File: src/rtl/mem_port_arbiter.sv
// Arbitrates the unified memory port between instruction fetch and data access.
// One transaction is held on the port until ready or watchdog abort; results return with a one-cycle valid.
module mem_port_arbiter #(
  parameter int unsigned MAX_WAIT = 255
) (
  input  logic        clk,
  input  logic        rst,
  input  logic        i_fetchReq,
  input  logic [31:0] i_fetchAddr,
  output logic [31:0] o_fetchInst,
  output logic        o_fetchValid,
  input  logic        i_dataReq,
  input  logic        i_dataWrite,
  input  logic [1:0]  i_dataSize,
  input  logic [31:0] i_dataAddr,
  input  logic [31:0] i_dataWData,
  output logic [31:0] o_dataRData,
  output logic        o_dataValid,
  output logic        o_memReq,
  output logic        o_memWrite,
  output logic [1:0]  o_memSize,
  output logic [31:0] o_memAddr,
  output logic [31:0] o_memWData,
  input  logic [31:0] i_memRData,
  input  logic        i_memReady,
  output logic        o_stall,
  output logic        o_timeout
);

  localparam int unsigned CW = $clog2(MAX_WAIT + 1);
  localparam logic [CW-1:0] LAST_WAIT = CW'(MAX_WAIT - 1);

  typedef enum logic [1:0] {
    IDLE  = 2'd0,
    FETCH = 2'd1,
    DATA  = 2'd2
  } state_t;

  state_t        state, state_next;
  logic [CW-1:0] wait_cnt;
  logic          last_data;

  logic fetch_req_m, data_req_m;
  logic grant_fetch, grant_data;
  logic busy, done, abort;

  // A requester is ignored during its own valid cycle while it retires or replaces the request.
  assign fetch_req_m = i_fetchReq & ~o_fetchValid;
  assign data_req_m  = i_dataReq & ~o_dataValid;

  assign grant_data  = (state == IDLE) & data_req_m & ~(last_data & fetch_req_m);
  assign grant_fetch = (state == IDLE) & fetch_req_m & ~grant_data;

  assign busy  = (state != IDLE);
  assign done  = busy & i_memReady;
  assign abort = busy & ~i_memReady & (wait_cnt == LAST_WAIT);

  assign o_stall = busy | fetch_req_m | data_req_m;

  always_ff @(posedge clk or posedge rst) begin
    if (rst) state <= IDLE;
    else     state <= state_next;
  end

  // NOTE: every variable assigned in always_comb gets a default first so no latch is inferred.
  always_comb begin
    state_next = state;
    case (state)
      IDLE: begin
        if (grant_data)       state_next = DATA;
        else if (grant_fetch) state_next = FETCH;
      end
      FETCH, DATA: begin
        if (done || abort) state_next = IDLE;
      end
      default: state_next = IDLE;
    endcase
  end

  // NOTE: sequential state uses non-blocking assignments so all registers update from pre-edge values.
  always_ff @(posedge clk or posedge rst) begin
    if (rst) begin
      o_memReq     <= 1'b0;
      o_memWrite   <= 1'b0;
      o_memSize    <= 2'b00;
      o_memAddr    <= '0;
      o_memWData   <= '0;
      o_fetchInst  <= '0;
      o_fetchValid <= 1'b0;
      o_dataRData  <= '0;
      o_dataValid  <= 1'b0;
      o_timeout    <= 1'b0;
      wait_cnt     <= '0;
      last_data    <= 1'b0;
    end else begin
      o_fetchValid <= 1'b0;
      o_dataValid  <= 1'b0;
      if (grant_data) begin
        o_memReq   <= 1'b1;
        o_memWrite <= i_dataWrite;
        o_memSize  <= i_dataSize;
        o_memAddr  <= i_dataAddr;
        o_memWData <= i_dataWData;
        wait_cnt   <= '0;
      end else if (grant_fetch) begin
        o_memReq   <= 1'b1;
        o_memWrite <= 1'b0;
        o_memSize  <= 2'b10;
        o_memAddr  <= i_fetchAddr;
        o_memWData <= '0;
        wait_cnt   <= '0;
      end else if (done || abort) begin
        o_memReq   <= 1'b0;
        o_memWrite <= 1'b0;
        last_data  <= (state == DATA);
        if (abort) o_timeout <= 1'b1;
        if (state == FETCH) begin
          o_fetchValid <= 1'b1;
          o_fetchInst  <= done ? i_memRData : 32'd0;
        end else begin
          o_dataValid <= 1'b1;
          // A store leaves the previous load result in place.
          if (!o_memWrite) o_dataRData <= done ? i_memRData : 32'd0;
        end
      end else if (busy) begin
        wait_cnt <= wait_cnt + 1'b1;
      end
    end
  end

endmodule

File: config.mk
export PLATFORM = sky130hd
export DESIGN_NAME = mem_port_arbiter
export DESIGN_NICKNAME = d
export VERILOG_FILES = /design/src/rtl/mem_port_arbiter.sv
export SDC_FILE = /design/constraint.sdc
export NUM_CORES = 1
export LEC_CHECK = 0
export CORE_MARGIN = 10
export CORE_UTILIZATION = 46
export CTS_BUF_LIST = sky130_fd_sc_hd__clkbuf_4 sky130_fd_sc_hd__clkbuf_8
export CTS_CLUSTER_SIZE = 25
export DETAILED_ROUTE_END_ITERATION = 12
export PLACE_DENSITY = 0.88
export SLEW_MARGIN = 15
export SYNTH_ARGS = -nofsm -noshare
export SYNTH_HDL_FRONTEND = slang
export SYNTH_SLANG_ARGS = --single-unit
File: constraint.sdc
create_clock -name clk -period 14.4 [get_ports clk]
set_input_delay 4.32 -clock clk [delete_from_list [all_inputs] [get_ports clk]]
set_output_delay 4.32 -clock clk [all_outputs]
set_load 0.005 [all_outputs]
After elaboration in Yosys (flattened, before gate mapping) --
Cells that the tools add are included.
Word-level totals: output and inout port bits 136, register bits after elaboration 146, word-level logic and storage cells 81, input bits 136
Operators by class: reduce and logical (&&, ||, !) cells 13, add/subtract/negate cells 1, bitwise gates (word level) 20, equality and inequality tests 6, muxes and demuxes 28
Operator list (number):
- $mux 32 | 5
- $mux 8 | 4
- $mux 1 | 13
- $and 1x1->1 | 10
- $mux 2 | 5
- $add 8x1->8 const B | 1
- $eq 8x8->1 const B | 1
- $not 1->1 | 8
- $reduce_and 4->1 | 2
- $ne 3x3->1 const B | 2
- $reduce_bool 3->1 | 2
- $reduce_and 5->1 | 1
- $pmux 2 s2 | 1
- $reduce_and 2->1 | 2
- $reduce_bool 2->1 | 2
- $reduce_and 3->1 | 1
- $eq 2x1->1 const B | 1
- $eq 2x2->1 const B | 1
- $logic_not 2->1 | 1
- $ne 2x2->1 const B | 1
- $or 1x1->1 | 2
- $reduce_or 2->1 | 1
- $logic_or 1x1->1 | 1

Logic depth before layout (Yosys ltp) --
Gate-level depths: netlist of the first run.
depth after elaboration 10, mapped depth 8, gate-level depth less buffers 6

Worst setup path after synthesis of the first run --
No wires, ideal clock.
path kind input to output, start point in i_dataReq, end point out o_stall, data required time 10080 ps, buffers on the path 0, setup slack 5223 ps, arrival time 4857 ps, cell stages on the path 2, cells stage by stage and2b_1 > or3_1
On the way: longest elaborated chain between the ends 2
RTL lines:
- start: declaration | RTL line 12 | input logic i_dataReq,
- $and 1x1->1 | RTL line 49 | assign data_req_m = i_dataReq & ~o_dataValid;
- $or 1x1->1 | RTL line 58 | assign o_stall = busy | fetch_req_m | data_req_m;
- end: declaration | RTL line 26 | output logic o_stall,
Every way passes these cells.

Worst setup path after layout of the first run --
start point in i_fetchReq, end point out o_stall
On the way: longest elaborated chain between the ends 3
RTL lines:
- start: declaration | RTL line 8 | input logic i_fetchReq,
- $and 1x1->1 | RTL line 48 | assign fetch_req_m = i_fetchReq & ~o_fetchValid;
- $or 1x1->1 (2 in a row) | RTL line 58
Every way passes these cells.

==> metrics.txt, run 1 <==
f_max 0.0981 GHz; clock tree from TritonCTS done; Routed wire per std cell 20.9 um; Netlist cell types 41; chip width 134 um; Critical Path Max Stage Delay 0.55 ns; DIE AREA 17800 um^2; Critical Path Sink Type primary output; first-pass GRT wire length 30100 um; area occupied by multi-input gates 2020 um^2; DR top layer met4; Clock Sinks 146; Routability Congestion 0.837; Final ANT Viol Nets 0; initial detailed-routing violation count 441; Reg clk slew, reported paths 0.08 ns; commonest non-fill, non-tap cell in the layout clkdlybuf4s50_1; synth warn 0; Sw Pwr 0.000662 W; most used cell, CP clkdlybuf4s50_1; setup violators final 0; Syn Inst Count 486; Slowest-stage cell, CP clkdlybuf4s50_1; DR WL met2 9260 um; RSZ-0062 raised after global routing false; Yosys top cell by area dfrtp_1; Max VDD drop 0.103 mV; Worst Path Required 10.08 ns; number of global-route vias before repair 5591; P_leak 3.82 nW; Top FF cell, synth dfrtp_1; crit-path cells clkdlybuf4s50_1, nor2b_1, or3_1, clkdlybuf4s50_1; worst path bufs/invs 2; Setup CP Type in -> out; post-CTS setup buffer count 0; CTS H-Tree Depth 4; storage element area 3650 um^2; Metal-1 WL 7640 um; worst reg2reg path startpoint state[0]; post-synthesis sequential area ratio 0.616; CP delay by family, top buffers and inverters; Critical Path Source Type primary input; GR Overflow Total 0; largest net degree at the start of global routing 76; Skew-Pair Late Insertion Delay 0.43 ns; Post-Place Worst Slack 4.28 ns; Post-synth ARST share 1.00; Synth area leaders dfrtp_1 62%, a32o_1 11%, a22o_1 4.9%; P&R area growth vs syn 52.4%; overall routed net length 19300 um; headroom to the max-slew limit 0.378; Via density 5.63; Syn Area/Cell 12.2 um^2; initial core utilization 0.470; Comb pwr share 0.467; post-DP HPWL 14400 um; Vias 5191; Post-synth EDFFs 0; number of synthesized register bits 146; max-cap violations 0; Max Fanout on Critical Path 5; Clock power frac 0.157; Die Ht 134 um; max-slew violation count 0; Final Worst Setup Slack 4.21 ns; Final period util 0.708; Cell Area, Synth 5930 um^2; port bufs 271; cell internal pwr 0.00124 W; clock tree buffer depth 2; Hold WC Path Type reg -> reg; commonest cells after routing, fill and taps aside 271 x clkdlybuf4s50_1, 146 x dfrtp_1, 67 x nand2_1, 66 x a32o_1, 34 x nor2_1; top-area cell type share of the netlist area 0.616; FP Rows 41; worst setup path startpoint i_fetchReq; Pwr Density 210 nW/um^2; CTS root buf clkbuf_8; post-CTS resize count 0; setup TNS 0 ns; Worst Path Arrival 5.87 ns; skew final 0.0159 ns; number of remaining DRC errors 0; Fillers 887; nets 878; Pre-antenna DRT Iters 6; GRT Util Overall 0.211; syn nets 627; initial antenna violation count 0; status completed; Tmin final 10.19 ns; Worst Tran Pin Value 0.933 ns; layout cells sized above 1 0.0707; Num CTS Buffers 17; Top Ports 272; core area 12600 um^2; met3 routed WL 2040 um; Fin. Hold Viols 0; Fin Hold WS 0.477 ns; Hold Startpoint o_timeout; Sw Share 0.348; Reg power frac 0.376; # diodes 0; Hold-fix buffers, CTS 0
==> per-stage QoR <==
step	total power [W]	instances	util	cell area, um^2
after global placement	0.00157	890	0.686	8660
after floorplan	0.00110	486	-	5930
after detailed placement	0.00162	890	0.686	8660
final	0.00190	922	0.716	9040
after CTS	0.00192	922	0.715	9030
after global routing	0.00202	922	0.716	9040
==> power by group through the flow <==
| stage | clock network, W | logic, W | registers (W) |
|---|---|---|---|
| 3_3_place_gp | 0 | 0.000866 | 0.000708 |
| 6_report | 0.000298 | 0.000888 | 0.000715 |
| 5_1_grt | 0.000323 | 0.000960 | 0.000736 |
| 4_1_cts | 0.000305 | 0.000900 | 0.000714 |
| 3_5_place_dp | 0 | 0.000897 | 0.000718 |
| 2_1_floorplan | 0 | 0.000378 | 0.000718 |
==> logic make-up (layout without fill, tap and decap cells) <==
family	after synthesis	after routing	share of synthesized area
muxes	3	3	0.00548
adders and majority gates	5	5	0.0105
AOI/OAI and AO/OA	153	153	0.221
and+or+nand+nor	126	126	0.0959
buffers and inverters	51	315	0.0487
xor gates and xnor gates	2	2	0.00295
DFF	146	146	0.616
==> registers in the layout, summed over array words and instances (netlist names), 2 cells and up <==
register and flops:
o_dataRData 32, o_memAddr 32, o_fetchInst 32, o_memSize 2
state 2, wait_cnt 8, o_memWData 32
==> cell type report <==
type	count	area share
clock buffer	18	0.0274
multi-input combinational	289	0.224
timing repair buffer	276	0.304
tap	172	0.0238
clock inverter	14	0.0133
sequential	146	0.404
inverter	7	0.00346
==> metal layers <==
layer / global-route usage / up-vias
li1: - / 2324
met1: 0.245 / 2538
met2: 0.339 / 300
met3: 0.0921 / 29
met4: 0.0774 / 0
met5: 0 / -
==> Yosys cell counts, types with 2 or more instances <==
library cell    n
a21o_1          3
xor2_1          2
o21ai_0         7
dfrtp_1       146
clkbuf_8        2
a21oi_1         2
nor2b_1         3
nor2_1         35
nand2_1        67
nand3_4         2
buf_1           5
o2bb2ai_1       3
a32o_1         66
buf_6           6
buf_4           3
buf_2          17
ha_1            5
nand3b_1        2
clkbuf_1       11
and3_1          2
mux2_2          2
inv_1           7
a31oi_1        32
a22o_1         33
nand3_1         7
==> path summary, 6_finish.rpt <==
| check | end | slack (ns) | depth (start not counted) |
|---|---|---|---|
| worst min register to register | o_timeout | 0.48 | 1 |
| worst max register to register | o_memAddr[27] | 12.25 | 5 |
| worst max-delay path | o_stall | 4.21 | 4 |
| min in group asynchronous | o_dataRData[23] | 4.36 | 2 |
| worst min-delay path | o_timeout | 0.48 | 1 |
| max in group asynchronous | o_fetchInst[9] | 8.60 | 3 |
Power figures use the tool's default switching activity.
==> run 2, diff against run 1 <==
Settings changed: CORE_UTILIZATION 46 to 43, PLACE_DENSITY 0.88 to 0.83.
Clock period 14.4 ns to 10.2 ns, I/O delays scaled along.
==> run 2 against run 1 <==
Core utilization shrank 3.7 points. Sequential share of layout area shrank 0.27 points. Routed wire length is essentially flat. First-iteration DRC count shrank 27%. Worst setup slack lost 1.7 ns. Largest power group unchanged.
==> metrics.txt, run 2 (synthesized netlist as in run 1, its figures left out) <==
post-CTS setup buffer count 0 (unchanged); worst setup path startpoint i_fetchReq (unchanged); crit-path cells clkdlybuf4s50_1, nor2b_1, or3_1, clkdlybuf4s50_1 (unchanged); nets 879 (was 878); Routability Congestion 0.837 (about the same); Tmin final 7.67 ns; storage element area 3650 um^2 (unchanged); Final period util 0.752; skew final 0.0110 ns (was 0.0159 ns); RSZ-0062 raised after global routing false (unchanged); Fin. Hold Viols 0 (unchanged); layout cells sized above 1 0.0719 (was 0.0707); # diodes 0 (unchanged); max-cap violations 0 (unchanged); clock tree from TritonCTS done (unchanged); Num CTS Buffers 17 (unchanged); headroom to the max-slew limit 0.304 (was 0.378); port bufs 271 (unchanged); Reg clk slew, reported paths 0.08 ns (about the same); status completed (unchanged); Sw Share 0.334 (was 0.348); number of remaining DRC errors 0 (unchanged); Die Ht 137 um (was 134 um); Comb pwr share 0.457 (was 0.467); core area 13400 um^2 (was 12600 um^2); setup violators final 0 (unchanged); DIE AREA 18900 um^2 (was 17800 um^2); Vias 5151 (was 5191); Via density 5.56 (was 5.63); first-pass GRT wire length 28700 um (was 30100 um); Hold Startpoint o_timeout (unchanged); P&R area growth vs syn 53.4% (was 52.4%); Sw Pwr 0.000912 W (was 0.000662 W); Hold-fix buffers, CTS 0 (unchanged); dpl cells 895 (was 890); f_max 0.130 GHz; largest net degree at the start of global routing 83 (was 76); worst reg2reg path startpoint state[0] (unchanged); setup TNS 0 ns (unchanged); post-DP HPWL 14200 um (was 14400 um); Critical Path Max Stage Delay 0.54 ns (was 0.55 ns); initial antenna violation count 0 (unchanged); Worst Path Arrival 4.61 ns (was 5.87 ns); Critical Path Sink Type primary output (unchanged); commonest cells after routing, fill and taps aside 271 x clkdlybuf4s50_1, 146 x dfrtp_1, 67 x nand2_1, 66 x a32o_1, 34 x nor2_1 (unchanged); Clock power frac 0.173 (was 0.157); FP Rows 42 (was 41); Final ANT Viol Nets 0 (unchanged); DR top layer met4 (unchanged); chip width 137 um (was 134 um); initial detailed-routing violation count 324 (was 441); Fillers 924 (was 887); Pwr Density 300 nW/um^2 (was 210 nW/um^2); Pre-antenna DRT Iters 5 (was 6); Routed wire per std cell 20.8 um (was 20.9 um); area occupied by multi-input gates 2020 um^2 (about the same); Clock Sinks 146 (unchanged); Max VDD drop 0.136 mV (was 0.103 mV); Setup CP Type in -> out (unchanged); max-slew violation count 0 (unchanged); CTS root buf clkbuf_8 (unchanged); Post-Layout Cell Count 927 (was 922); Critical Path Source Type primary input (unchanged); Hold WC Path Type reg -> reg (unchanged); cell internal pwr 0.00182 W (was 0.00124 W); Metal-1 WL 7410 um (was 7640 um); post-CTS resize count 0 (unchanged); Worst Path Required 7.14 ns (was 10.08 ns); met3 routed WL 2610 um (was 2040 um); Top Ports 272 (unchanged); overall routed net length 19300 um (about the same); commonest non-fill, non-tap cell in the layout clkdlybuf4s50_1 (unchanged); P_leak 3.84 nW (was 3.82 nW); Reg power frac 0.369 (was 0.376); Worst Tran Pin Value 1.04 ns (was 0.933 ns); DR WL met2 8970 um (was 9260 um); Slowest-stage cell, CP clkdlybuf4s50_1 (unchanged); CTS H-Tree Depth 4 (unchanged); GRT Util Overall 0.194 (was 0.211); GR Overflow Total 0 (unchanged); clock tree buffer depth 2 (unchanged); Skew-Pair Late Insertion Delay 0.44 ns (was 0.43 ns); number of global-route vias before repair 5188 (was 5591); most used cell, CP clkdlybuf4s50_1 (unchanged); Max Fanout on Critical Path 5 (unchanged); initial core utilization 0.443 (was 0.470)
run 2: power groups by stage:
stage	clock (W)	combinational, W	sequential (W)
floorplan	0	0.000534	0.00101
global placement	0	0.00123	0.00100
detailed placement	0	0.00127	0.00101
CTS	0.000485	0.00127	0.00101
global route	0.000508	0.00135	0.00104
finish	0.000474	0.00125	0.00101
run 2: per-stage QoR:
| step | setup slack (ns) | utilization | total power, W | hold WS, ns | area, um^2 |
|---|---|---|---|---|---|
| 2_1_floorplan | 3.22 | - | 0.00155 | 0.466 | 5930 |
| 3_3_place_gp | 2.61 | 0.647 | 0.00223 | 0.460 | 8670 |
| 3_5_place_dp | 2.58 | 0.647 | 0.00228 | 0.465 | 8680 |
| 4_1_cts | 2.57 | 0.679 | 0.00276 | 0.482 | 9090 |
| 5_1_grt | 2.47 | 0.679 | 0.00289 | 0.505 | 9100 |
| 6_report | 2.53 | 0.679 | 0.00273 | 0.477 | 9100 |
run 2: layout make-up:
cell class	count	share of cell area
Multi-Input combinational cell	289	0.222
Inverter	7	0.00344
Sequential cell	146	0.401
Tap cell	176	0.0242
Timing Repair Buffer	277	0.303
Clock buffer	20	0.0289
Clock inverter	12	0.0172
run 2: worst max-delay path: cells and delay by family:
kind,cells,cell delay (ns)
buffers and inverters,2,1.02
AND/OR/NAND/NOR,2,0.53
run 2: per-layer routing:
| metal | vias up | global-route usage |
|---|---|---|
| li1 | 2324 | - |
| met1 | 2523 | 0.228 |
| met2 | 282 | 0.301 |
| met3 | 22 | 0.0940 |
| met4 | 0 | 0.0691 |
| met5 | - | 0 |
run 2: worst paths after layout:
kind / to / slack, ns / cells after the start
hold / removal: o_timeout / 0.48 / 1
setup / recovery: o_stall / 2.53 / 4
min in group asynchronous: o_dataRData[23] / 3.06 / 2
setup reg to reg: o_memAddr[22] / 7.92 / 6
max in group asynchronous: o_memAddr[12] / 5.66 / 3
hold reg to reg: o_timeout / 0.48 / 1
==> variant 1, RTL diff (flow settings as in run 2) <==
The parameter `MAX_WAIT` goes from 255 to 510.
--- a/src/rtl/mem_port_arbiter.sv
+++ b/src/rtl/mem_port_arbiter.sv
@@ -3,3 +3,3 @@
 module mem_port_arbiter #(
-  parameter int unsigned MAX_WAIT = 255
+  parameter int unsigned MAX_WAIT = 510
 ) (
Behaviour: same outputs for any inputs over 4 cycles, from zero or initial values and one cycle with rst high; that may be too few to reach the edited logic, so the function may still have changed.
==> variant 1 against run 2 <==
First-iteration DRC count grew 0.93%. Register-to-register slack lost 0.36 ns. Critical path depth grew 1. Total power shrank 2.3%. Final cell count shrank 2.0%. Sequential cell count grew 1. Worst setup slack gained 0.11 ns. Wire length shrank 2.0%. Critical endpoint unchanged. Design area grew 1.4%. Synthesized area grew 1.9%. Die area grew 1.7%. Clock skew grew 0.00075 ns.
==> variant 1: results (changes against run 2) <==
metric	value	unit	change
status	finished, final reports clean		
synth_common_cells	147 x dfrtp_1, 65 x a32o_1, 39 x nand2_1		
post_synth_fa_ha_maj_area_fraction	1.034	%	-0.020 points
p_leak	3.899	nW	+1.6%
place_area	8807	um2	+1.5%
clock_skew	0.01174	ns	+0.0007548 ns
grt_max_degree	106		+28%
synth-compound-area-share	21.47	%	-0.61 points
grt_pass1_vias	5264		+1.5%
dr.pass1.iters	4		-1
yosysWarnings	0		unchanged
dp_cells	877		-2.0%
synthTopCellsByArea	dfrtp_1 61%, a32o_1 11%, mux2i_1 5.8%		
yosysSeqAreaShare	60.81	%	-0.76 points
cp_max_fo	4		-1
synth_top_area_share	60.81	%	-0.76 points
inv_count	7		unchanged
grt_pass1_wl	29.28	mm	+2.1%
cts.htree.levels	4		unchanged
stdcell_area	9225	um2	+1.4%
ys_seq_elements	147		+0.68%
drive_gt1_share	7.692	%	+0.50 points
vdd_drop_max	121.3	uV	-11%
fillers	1030		+11%
fin_nets	857		-2.5%
buffer_area_share	29.89	%	-0.41 points
postSynthCellCount	459		-5.6%
synth_mux_area_share	5.977	%	+5.4 points
via_count	4999		-3.0%
p_switching	0.0008786	W	-3.7%
n_all_buffers	277		unchanged
antenna_cells	0		unchanged
crit_path_max_incr_delay	0.51	ns	-0.03 ns
clockNetworkAreaShare	4.530	%	-0.075 points
grtUsageTotal	18.99	%	-0.38 points
antenna_found_initial	0		unchanged
avgSynthCellArea	13.18	um2	+7.9%
cts_root_buf	clkbuf_8		
post_drt_wl_per_cell	20.84	um	about the same
critPathArrivalTime	4.50	ns	-0.11 ns
synth-xor-area-share	0	%	-0.30 points
seq-cell-share	39.88	%	-0.27 points
drc	0		unchanged
nMultiInputCombCells	266		-8.0%
place_ws	2.640	ns	+0.06374 ns
synth_cell_types	48		+17%
slew_headroom	35.17	%	+4.8 points
synth.net_count	600		-4.3%
gp_congestion	0.7913		-5.4%
dpl.hpwl	14.13	mm	-0.61%
routed_wl	18.93	mm	-2.0%
synthArstFlopShare	100.0	%	unchanged
multiInputGateArea	2115	um2	+4.7%
drtIter0Drc	327		+0.93%
==> variant 1: power by group through the flow <==
stage          clock (W)  sequential [W]  combinational, W
2_1_floorplan          0        0.000998          0.000517
3_3_place_gp           0        0.000979           0.00119
3_5_place_dp           0        0.000993           0.00123
4_1_cts         0.000488        0.000989           0.00123
5_1_grt         0.000514         0.00102           0.00130
6_report        0.000474        0.000987           0.00121
==> variant 1: routing by layer <==
metal / global-route usage (%) / up-vias / wire [um]
met2: 33.13 / 201 / 9893
met4: 8.018 / 0 / 515
met1: 20.16 / 2503 / 6969
li1: - / 2266 / -
met5: 0 / - / 0
met3: 7.123 / 29 / 1547
==> variant 1: final timing paths <==
check	from	to	slack, ns	depth (start not counted)
setup / recovery	i_dataReq	o_stall	2.64	5
hold / removal	o_timeout	o_timeout	0.47	1
setup reg to reg	state[0]	o_memAddr[8]	7.56	7
hold reg to reg	o_timeout	o_timeout	0.47	1
max in group asynchronous	rst	o_dataRData[27]	5.70	3
min in group asynchronous	rst	o_memWData[14]	3.07	2
==> variant 2, RTL diff (config.mk and constraints of run 2) <==
Made on the original files. Re-encode `state_t` (3 states) as one-hot, 3 bits wide.
--- a/src/rtl/mem_port_arbiter.sv
+++ b/src/rtl/mem_port_arbiter.sv
@@ -32,6 +32,6 @@
 
-  typedef enum logic [1:0] {
-    IDLE  = 2'd0,
-    FETCH = 2'd1,
-    DATA  = 2'd2
+  typedef enum logic [2:0] {
+    IDLE  = 3'b001,
+    FETCH = 3'b010,
+    DATA  = 3'b100
   } state_t;
Function: same outputs for any inputs over 4 cycles, from zero or initial values and one cycle with rst high; so few cycles prove little.
==> variant 2 against run 2 <==
Total power decreased by 4.8%. Wire length shrank 0.78%. Synthesized cell count fell by 0.41%. Maximum frequency grew 0.78%. Design area up 2.9%. Synthesized area up 3.7%. Critical path type unchanged. Sequential cell count is 1 higher. Largest cell class unchanged. Worst setup slack better by 0.059 ns.
==> variant 2: results (changes against run 2) <==
metric	value	unit	change
status	finished, final reports clean		
yosysSeqAreaShare	59.81	%	-1.8 points
gp_congestion	0.8198		-2.0%
synth_ff_type	dfrtp_1		
place_ws	2.585	ns	+0.008930 ns
clock_skew	0.01022	ns	-0.0007625 ns
synthTopCellsByArea	dfrtp_1 59%, a22o_1 7.4%, mux2i_1 5.4%		
synth_cell_types	44		+7.3%
drive_gt1_share	11.16	%	+4.0 points
avgSynthCellArea	12.71	um2	+4.1%
routed_wl	19.16	mm	-0.78%
synth.net_count	622		-0.80%
switching_share	32.61	%	-0.76 points
dp_cells	902		+0.78%
vdd_drop_max	156.8	uV	+15%
slew_headroom	24.41	%	-5.9 points
p_comb	0.00114	W	-9%
grt_pass1_vias	5492		+5.9%
final_cell_count_no_fill	933		+0.65%
drtIter0Drc	289		-11%
grtUsageTotal	19.41	%	+0.044 points
clk-power	0.000501	W	+5.7%
via_count	4953		-3.8%
cp_max_fo	4		-1
dpl.hpwl	14.30	mm	+0.55%
p_leak	4.228	nW	+10%
grt_pass1_wl	30.65	mm	+6.8%
place_area	8924	um2	+2.9%
grt_max_degree	108		+30%
critPathArrivalTime	4.55	ns	-0.06 ns
==> variant 2: through the flow <==
step,utilization [%],total power (W)
after floorplan,-,0.001501
after global placement,64.04,0.002078
after detailed placement,64.04,0.002125
after CTS,67.22,0.002636
after global routing,67.22,0.002768
final,67.22,0.002602
==> variant 2: metal layers <==
| metal | vias to the layer above | global-route usage [%] | routed length, um |
|---|---|---|---|
| met4 | 0 | 6.576 | 384 |
| met5 | - | 0 | 0 |
| met2 | 224 | 30.71 | 9123 |
| met1 | 2409 | 22.56 | 7696 |
| li1 | 2294 | - | - |
| met3 | 26 | 9.425 | 1958 |
==> variant 2: cell families after synthesis <==
family | Yosys count | synth area share [%]
simple gates | 105 | 9.538
mux | 53 | 9.030
flops | 147 | 59.81
xor+xnor | 2 | 0.2848
buf+inv | 45 | 4.128
fa+ha+maj | 2 | 0.4067
compound gates | 130 | 16.80
==> variant 2: area by class of cell <==
cell class / count / area [um2]
fillers: 1021 / 4568
multi-input cells: 292 / 2237
flip-flops and latches: 147 / 3680
clock buffers: 22 / 290.3
inverters: 7 / 31.28
clock inverters: 9 / 152.6
repair buffers: 276 / 2750
well taps: 180 / 225.2
==> variant 2: worst max-delay path, cell delays in order <==
cell	delay, ns
clkdlybuf4s50_1	0.45
nor2b_1	0.33
nor2_1	0.12
nand2_1	0.09
clkdlybuf4s50_1	0.50
==> variant 2: final timing paths <==
check                      slack (ns)       start         endpoint  depth (start not counted)
setup / recovery                 2.59  i_fetchReq          o_stall                          5
max in group asynchronous        5.77         rst  o_fetchInst[27]                          3
min in group asynchronous        3.13         rst   o_memWData[23]                          2
hold / removal                   0.48    o_memReq         o_memReq                          1
hold reg to reg                  0.48    o_memReq         o_memReq                          1
setup reg to reg                 7.34    state[2]   o_dataRData[2]                          4
